[config.mk]
export PLATFORM = sky130hd
export DESIGN_NAME = led_chase_ctrl
export DESIGN_NICKNAME = d
export VERILOG_FILES = /design/src/rtl/led_chase_pkg.sv /design/src/rtl/led_step_tick.sv /design/src/rtl/led_chase_ctrl.sv
export SDC_FILE = /design/constraint.sdc
export NUM_CORES = 1
export LEC_CHECK = 0
export ABC_AREA = 1
export BUFFER_PORTS_ARGS = -buffer_cell sky130_fd_sc_hd__buf_2
export CAP_MARGIN = 20
export CELL_PAD_IN_SITES_DETAIL_PLACEMENT = 0
export CELL_PAD_IN_SITES_GLOBAL_PLACEMENT = 1
export CORE_UTILIZATION = 43
export DETAILED_ROUTE_END_ITERATION = 10
export PLACE_DENSITY = 0.85
export SETUP_SLACK_MARGIN = 0.3
export SLEW_MARGIN = 5
export SYNTH_ARGS = -nofsm -noshare
export SYNTH_HDL_FRONTEND = slang
export SYNTH_HIERARCHICAL = 1
export SYNTH_SLANG_ARGS = --single-unit
[constraint.sdc]
create_clock -name clk -period 2.85 [get_ports clk]
set_input_delay 0.285 -clock clk [delete_from_list [all_inputs] [get_ports clk]]
set_output_delay 0.285 -clock clk [all_outputs]
set_load 0.02 [all_outputs]
[src/rtl/led_chase_pkg.sv]
// Shared types and constants for the dual-colour LED chaser.
package led_chase_pkg;

    typedef enum logic [1:0] {
        IDLE  = 2'd0,
        RED   = 2'd1,
        GREEN = 2'd2
    } chase_state_t;

    localparam int SPEED_W   = 2;
    localparam int MAX_SHIFT = 3;

endpackage

[src/rtl/led_step_tick.sv]
// Step prescaler: emits a 1-cycle tick every (BASE_DIV << speed_sel) running cycles.
module led_step_tick
    import led_chase_pkg::*;
#(
    parameter int BASE_DIV = 2**20
) (
    input  logic               clk,
    input  logic               reset,
    input  logic               run,
    input  logic               clear,
    input  logic [SPEED_W-1:0] speed_sel,
    output logic               tick
);

    localparam int CW = $clog2(BASE_DIV << MAX_SHIFT);

    logic [CW-1:0] cnt_q, cnt_d;
    logic [CW-1:0] limit;

    // A lower speed_sel while cnt is past the new limit lets cnt wrap through its maximum.
    assign limit = CW'((BASE_DIV << speed_sel) - 1);
    assign tick  = run && (cnt_q == limit);

    always_comb begin
        cnt_d = cnt_q;
        if (clear || tick) begin
            cnt_d = '0;
        end else if (run) begin
            cnt_d = cnt_q + CW'(1);
        end
    end

    // NOTE: sequential state uses <= so every register samples pre-edge values.
    always_ff @(posedge clk or negedge reset) begin
        if (!reset) begin
            cnt_q <= '0;
        end else begin
            cnt_q <= cnt_d;
        end
    end

endmodule

[src/rtl/led_chase_ctrl.sv]
// Run-control sequencer for the dual-colour LED chaser with registered bar outputs.
// Optional LED_CHASE_SWEEP_CNT_EN adds an 8-bit round-trip counter output.
module led_chase_ctrl
    import led_chase_pkg::*;
#(
    parameter int LEDS     = 8,
    parameter int WIN      = 3,
    parameter int BASE_DIV = 2**20
) (
    input  logic               clk,
    input  logic               reset,
    input  logic               start,
    input  logic               stop,
    input  logic               pause,
    input  logic [SPEED_W-1:0] speed_sel,
    output logic [LEDS-1:0]    shift_red,
    output logic [LEDS-1:0]    shift_green,
    output logic               ctl_bit,
    output logic               busy,
`ifdef LED_CHASE_SWEEP_CNT_EN
    output logic               sweep_done,
    output logic [7:0]         sweep_cnt
`else
    output logic               sweep_done
`endif
);

    localparam int PW = (LEDS > 2) ? $clog2(LEDS) : 1;
    localparam logic [PW-1:0] POS_END = PW'(LEDS - WIN);

    chase_state_t    state_q, state_d;
    logic [PW-1:0]   pos_q, pos_d;
    logic [LEDS-1:0] win_d;
    logic [LEDS-1:0] red_q, green_q;
    logic            busy_q;
    logic            done_q, done_d;
    logic            run, clear, tick;

    assign run   = (state_q != IDLE) && !pause;
    assign clear = stop || (state_q == IDLE);

    led_step_tick #(
        .BASE_DIV (BASE_DIV)
    ) u_step_tick (
        .clk       (clk),
        .reset     (reset),
        .run       (run),
        .clear     (clear),
        .speed_sel (speed_sel),
        .tick      (tick)
    );

    // NOTE: every always_comb output gets a default first, so no latch is inferred.
    always_comb begin
        state_d = state_q;
        pos_d   = pos_q;
        done_d  = 1'b0;
        if (stop) begin
            state_d = IDLE;
            pos_d   = POS_END;
        end else begin
            case (state_q)
                IDLE: begin
                    if (start && !pause) begin
                        state_d = RED;
                        pos_d   = POS_END;
                    end
                end
                RED: begin
                    if (tick) begin
                        if (pos_q == '0) begin
                            state_d = GREEN;
                            pos_d   = PW'(1);
                        end else begin
                            pos_d = pos_q - PW'(1);
                        end
                    end
                end
                GREEN: begin
                    if (tick) begin
                        if (pos_q == POS_END) begin
                            state_d = RED;
                            pos_d   = POS_END - PW'(1);
                            done_d  = 1'b1;
                        end else begin
                            pos_d = pos_q + PW'(1);
                        end
                    end
                end
                default: begin
                    state_d = IDLE;
                    pos_d   = POS_END;
                end
            endcase
        end
    end

    assign win_d = {{(LEDS - WIN){1'b0}}, {WIN{1'b1}}} << pos_d;

    // Bars are decoded from the next state so they change on the same edge as the FSM.
    always_ff @(posedge clk or negedge reset) begin
        if (!reset) begin
            state_q <= IDLE;
            pos_q   <= POS_END;
            red_q   <= '0;
            green_q <= '0;
            busy_q  <= 1'b0;
            done_q  <= 1'b0;
        end else begin
            state_q <= state_d;
            pos_q   <= pos_d;
            red_q   <= (state_d == RED)   ? win_d : '0;
            green_q <= (state_d == GREEN) ? win_d : '0;
            busy_q  <= (state_d != IDLE);
            done_q  <= done_d;
        end
    end

    assign shift_red   = red_q;
    assign shift_green = green_q;
    assign ctl_bit     = busy_q;
    assign busy        = busy_q;
    assign sweep_done  = done_q;

`ifdef LED_CHASE_SWEEP_CNT_EN
    logic [7:0] sweep_cnt_q;

    always_ff @(posedge clk or negedge reset) begin
        if (!reset) begin
            sweep_cnt_q <= '0;
        end else if (stop) begin
            sweep_cnt_q <= '0;
        end else if (done_d) begin
            sweep_cnt_q <= sweep_cnt_q + 8'd1;
        end
    end

    assign sweep_cnt = sweep_cnt_q;
`else
`endif

endmodule
# Word-level counts from Yosys, hierarchy flattened
# Cells that the tools add are included.
[totals]
ff_bits = 46
latchBits = 0
mem_bits_rw = 0
rom_bits = 0
inputBits = 7
out_inout_bits = 19
wordCells = 52
mem_count = 0
[op_classes]
add_sub_neg = 4
n_mul = 0
n_div = 0
order_cmp = 0
n_eq_ne = 6
shifts = 2
n_mux = 22
bitwise_logic = 0
reduce_logical = 11
[op_table]
columns = ["op", "count"]
rows = [
  ["two-way mux 23 bit", 2],
  ["adder 23 x 1 -> 23 bit (second input constant)", 1],
  ["equality test 23 bit", 1],
  ["left shift 21 x 2 -> 23 bit (first input constant)", 1],
  ["subtractor 23 x 2 -> 23 bit (second input constant)", 1],
  ["two-way mux 3 bit", 6],
  ["two-way mux 8 bit", 2],
  ["two-way mux 2 bit", 6],
  ["case mux 3 bit (3 select lines)", 1],
  ["left shift 3 x 3 -> 8 bit (first input constant)", 1],
  ["case mux 2 bit (3 select lines)", 1],
  ["nonzero test 2 bit", 3],
  ["equality test 2 x 1 -> 1 bit (second input constant)", 2],
  ["equality test 2 bit (second input constant)", 2],
  ["two-way mux 1 bit", 4],
  ["adder 3 x 1 -> 3 bit (second input constant)", 1],
  ["equality test 3 bit (second input constant)", 1],
  ["logical AND 1 bit", 3],
  ["logical NOT 3 bit", 1],
  ["subtractor 3 x 1 -> 3 bit (second input constant)", 1],
  ["logical NOT 2 bit", 1],
  ["logical OR 1 bit", 2],
  ["logical NOT 1 bit", 1],
]

# Longest topological paths before layout
[logic_depth]
depth_word = 9
depth_mapped = 17

# Cells and area by module
# The synthesis kept the hierarchy.
[modules_own_cells]
columns = ["module", "n_inst", "cells_each", "area_each_um2", "seq_area_each_um2"]
rows = [
  ["led_step_tick", 1, 217, 1508.9, 575.6],
  ["led_chase_ctrl", 1, 120, 1008.5, 578.1],
]

# Worst setup path before layout
# Ideal clock, no wire load.
[synth_timing]
path_type = "register -> register"
startpoint = "register u_step_tick.cnt_q[0]"
endpoint = "register red_q[5] (netlist: shift_red[5])"
arrival_ns = 2.249
t_required_ns = 2.722
path_slack_ns = 0.473
path_stages_with_launch = 18
n_path_buf = 0
synth_period_minus_slack_ns = 2.377
cell_sequence = "dfrtp_1 ha_1 inv_1 nor2_4 nand3_2 nor2_4 nand3b_1 nor2_1 nand2_2 inv_1 nand2_1 xor2_1 nand2_1 nand2_2 inv_2 nand2_2 nand2_1 nor2_1"
[synth_via]
elab_chain_cells = 7
elab_cells_between_ends = 13
classes_between = "eq/ne: 2; shift: 1; mux: 9; reduce/logical: 1"
[synth_lines]
columns = ["element", "line_no", "source"]
rows = [
  ["start, declared", "led_step_tick.sv:17", "logic [CW-1:0] cnt_q, cnt_d;"],
  ["start signal, assigned", "led_step_tick.sv:38", "cnt_q <= cnt_d;"],
  ["equality test 23 bit *", "led_step_tick.sv:22", "assign tick = run && (cnt_q == limit);"],
  ["logical AND 1 bit *", "led_step_tick.sv:22", ""],
  ["via tick", "led_chase_ctrl.sv:37", "logic run, clear, tick;"],
  ["two-way mux 3 bit (on tied branches)", "led_chase_ctrl.sv:80, led_chase_ctrl.sv:70", ""],
  ["case mux 3 bit (3 select lines) *", "led_chase_ctrl.sv:62", "case (state_q)"],
  ["two-way mux 3 bit *", "led_chase_ctrl.sv:58", "if (stop) begin"],
  ["via pos_d[2]", "led_chase_ctrl.sv:32", "logic [PW-1:0] pos_q, pos_d;"],
  ["left shift 3 x 3 -> 8 bit *", "led_chase_ctrl.sv:98", "assign win_d = {{(LEDS - WIN){1'b0}}, {WIN{1'b1}}} << pos_d;"],
  ["two-way mux 8 bit *", "led_chase_ctrl.sv:112", "red_q <= (state_d == RED) ? win_d : '0;"],
  ["end signal, assigned", "led_chase_ctrl.sv:112", ""],
  ["end, declared", "led_chase_ctrl.sv:34", "logic [LEDS-1:0] red_q, green_q;"],
]
# The timed path passes the listed nets; every way through them passes the cells marked *.
# A chain may end at the register's enable or synchronous reset.

# Final worst setup path
[layout_timing]
startpoint = "register u_step_tick.cnt_q[0]"
endpoint = "register green_q[5] (netlist: shift_green[5])"
[layout_via]
elab_chain_cells = 7
elab_cells_between_ends = 13
classes_between = "eq/ne: 2; shift: 1; mux: 9; reduce/logical: 1"
[layout_lines]
columns = ["element", "line_no", "source"]
rows = [
  ["equality test 23 bit *", "led_step_tick.sv:22", ""],
  ["logical AND 1 bit *", "led_step_tick.sv:22", ""],
  ["via tick", "led_chase_ctrl.sv:37", ""],
  ["two-way mux 3 bit (on tied branches)", "led_chase_ctrl.sv:80, led_chase_ctrl.sv:70", ""],
  ["case mux 3 bit (3 select lines) *", "led_chase_ctrl.sv:62", ""],
  ["two-way mux 3 bit *", "led_chase_ctrl.sv:58", ""],
  ["via pos_d[2]", "led_chase_ctrl.sv:32", ""],
  ["left shift 3 x 3 -> 8 bit *", "led_chase_ctrl.sv:98", ""],
  ["two-way mux 8 bit *", "led_chase_ctrl.sv:113", "green_q <= (state_d == GREEN) ? win_d : '0;"],
  ["end signal, assigned", "led_chase_ctrl.sv:113", ""],
  ["end, declared", "led_chase_ctrl.sv:34", ""],
]
# Marked as above.

==> metrics <==
status completed; CP peak stage delay around 0.39 ns; Syn Std Cell Area about 0.0025 mm²; Overflow after GRT 0; Max Slew Vio Count 0; # diodes 0; Longest Clk Path Bufs 2; Final setup viols 0; syn_area_per_cell around 7.5 µm²; H-tree Lvls 2; main area contributors after synthesis dfrtp_1 (44%), nand2_1 (13%), nor2_1 (9.8%); largest net degree at the start of global routing 47; CP Buf/Inv Count 3; GRT Total Usage between 10% and 20%; Syn Nets 347; setup ws final roughly 0.57 ns; Initial Util a little under half; WHS Path Cells 2; Root Driver clkbuf_8; hold worst-path end sweep_done; Final Hold Viols 0; number of DRC markers in iteration 0 66; core area 0.00557 mm²; r2r setup slk approximately 0.57 ns; Crit Reg-Reg Startpoint u_step_tick/cnt_q[0]; hpwl dp between 3 and 4 mm; Tcrit/Tclk final between 80% and 90%; CP Depth 17; io pins 26; CTS tree built; skew final just under 0.006 ns; Startpoint Class register; Final Util 51.9%; via/cell ratio between 4 and 5; crit path max-delay cell type dfrtp_2; crit-path leading delay family simple AND/OR/NAND/NOR gates; WP data arrival 2.46 ns; DR pass1 iterations 4; Final GP Congestion 0.828; register area share after synthesis between 40% and 50%; pre-CTS setup slack around 0.23 ns; VDD IR max 0.000253 V; synthesized instance count ~340; Tmin final about 2.3 ns; share of layout cells above drive strength 1 18.4%; WP data required between 3 and 4 ns; IO Port Bufs 25; Power Density between 400 and 500 mW/mm²; first-pass GRT wire length ~9.1 mm; ys flop type dfrtp_1; worst skew pair latency approximately 0.3 ns; Hold Crit Class input pin to register; Clock Sinks 46; normalized max-slew margin 67.2%; row cnt 27; total CTS buffers 5; Worst R2R End shift_green[5]; Register-to-Register Path Depth 17; critical path type register to register; Die ar. between 0.006 and 0.007 mm²; Post-synth ARST share 100%; RSZ-0062 raised after global routing false; Worst Path Max Fanout 7; Placement Cell Area 0.00271 mm²; die height around 79 µm; post-synth top area share ~44%; Final nets between 300 and 400; max frequency roughly 440 MHz; Worst-Margin Slew 0.490 ns; hold path start stop; Synth-to-Final Area Change 14.9%; vias in the first global route roughly 2,000; Crit. End Element register; Cell variety after synth 29; Vias between 2,000 and 2,500; post-route ant nets 0; reported max-cap violation count 0; P_leak between 1 and 1.5 nW; antenna violations before repair 0; residual DRC count 0; EDFF count, synth 0; crit-path cells ha_1, inv_1, nor2_4, nand3_4, nor2_4, nand3b_1, nor2_4, nand2_2, inv_1, nand2_1, xor2_1, nand2_1, nand2_2, inv_2, nand2_2, nand2_1, nor2_1; number of warnings reported in the yosys synthesis log 6; Die W 78.5 µm; CTS clk-pin slew, worst paths around 0.090 ns; dominant cell type by area after synthesis dfrtp_1; synthesized flop and latch total between 40 and 50; WL final 5.23 mm; final instance area 0.00289 mm²; total negative slack 0 ns; WL/cell between 10 and 15 µm; CP startpoint u_step_tick/cnt_q[0]
worst max path at each step:
stage / to / slack [ns]
floorplan: shift_red[5] / 0.47
global placement: shift_green[4] / 0.32
detailed placement: shift_green[5] / 0.23
CTS: shift_red[5] / 0.31
global route: shift_green[5] / 0.29
finish: shift_green[5] / 0.57
where the power goes:
part	leakage, nW	internal, mW	switching [mW]
Combinational	0.792	0.0282	0.0682
Clock	0.0408	0.176	0.232
Sequential	0.631	0.662	0.00570
Total	1.46	0.865	0.306
state kept, by name (all words and copies together), names as in the netlist:
register	count
shift_green	8
sweep_done	1
state_q	2
pos_q	3
u_step_tick/cnt_q	23
busy	1
shift_red	8
cells in the mapped netlist, types with 2 or more instances:
| library cell | number |
|---|---|
| ha_1 | 3 |
| nor3_1 | 2 |
| nand2_2 | 8 |
| nand3_2 | 2 |
| dfstp_2 | 2 |
| buf_4 | 2 |
| nor2_4 | 5 |
| nand2_1 | 87 |
| nand4_1 | 10 |
| xnor2_1 | 4 |
| nor2_1 | 66 |
| inv_2 | 4 |
| nor2_2 | 4 |
| dfrtp_1 | 44 |
| a21oi_1 | 6 |
| inv_1 | 44 |
| nand3_1 | 25 |
| o21ai_0 | 2 |
| xor2_1 | 7 |
cells in the final DEF, fill, tap and decap left out, drive strengths merged:
master,synthesis,final
nand4,10,10
nor2,75,75
nand3b,1,1
o21ai,2,2
mux2i,1,1
xor2,7,7
dfstp,2,2
ha,3,3
nand3,27,27
nand2,95,95
buf,5,33
clkbuf,0,5
o22ai,1,1
nor3,2,2
dlygate4sd3,0,1
xnor2,4,4
o221ai,1,1
inv,48,49
clkinvlp,0,2
clkinv,1,1
o21a,1,1
o21bai,1,1
dfrtp,44,44
a21oi,6,6
cell families (layout without fill, tap and decap cells):
| kind of cell | count (synthesis) | in the layout | share of synthesized area (%) |
|---|---|---|---|
| mux | 1 | 1 | 0.398 |
| buf+inv | 54 | 91 | 8.70 |
| flops | 46 | 46 | 45.8 |
| compound gates | 12 | 12 | 2.78 |
| simple gates | 210 | 210 | 37.0 |
| fa+ha+maj | 3 | 3 | 1.49 |
| xor+xnor | 11 | 11 | 3.83 |
per-layer routing:
layer | up-vias | global-route usage, % | wire length (µm)
met5 | - | 0 | 0
met4 | 0 | 5.19 | 40
met1 | 967 | 24.3 | 2520
li1 | 1109 | - | -
met3 | 4 | 3.84 | 180
met2 | 32 | 31.9 | 2490
final cells by class:
type / count / area (µm²)
flip-flops and latches: 46 / 1150
well taps: 72 / 90.1
repair buffers: 34 / 208
fillers: 561 / 2680
clock inverters: 3 / 23.8
multi-input cells: 237 / 1160
clock buffers: 5 / 68.8
inverters: 49 / 184
worst reg2reg max path: stages, from the launching register on:
cell and delay [ns]:
dfrtp_2 0.39, ha_1 0.18, inv_1 0.07, nor2_4 0.16, nand3_4 0.10, nor2_4 0.10, nand3b_1 0.14, nor2_4 0.20
nand2_2 0.10, inv_1 0.06, nand2_1 0.05, xor2_1 0.14, nand2_1 0.07, nand2_2 0.09, inv_2 0.11, nand2_2 0.07
nand2_1 0.09, nor2_1 0.04
through the flow:
step / hold WS [ns] / std cells / power [mW]
after floorplan: -0.0106 / 337 / 0.738
after global placement: 0.497 / 431 / 0.774
after detailed placement: 0.481 / 431 / 0.773
after CTS: 0.160 / 439 / 1.18
after global routing: 0.162 / 446 / 1.23
final: 0.165 / 446 / 1.17
repair_timing:
action,in CTS,in global routing
endpoints found under the hold margin,0,10
endpoints found under the setup margin,19,19
pin swaps,0,1
resized for setup,1,4
setup buffers,0,5
hold buffers,0,1
Power figures use the tool's default switching activity.
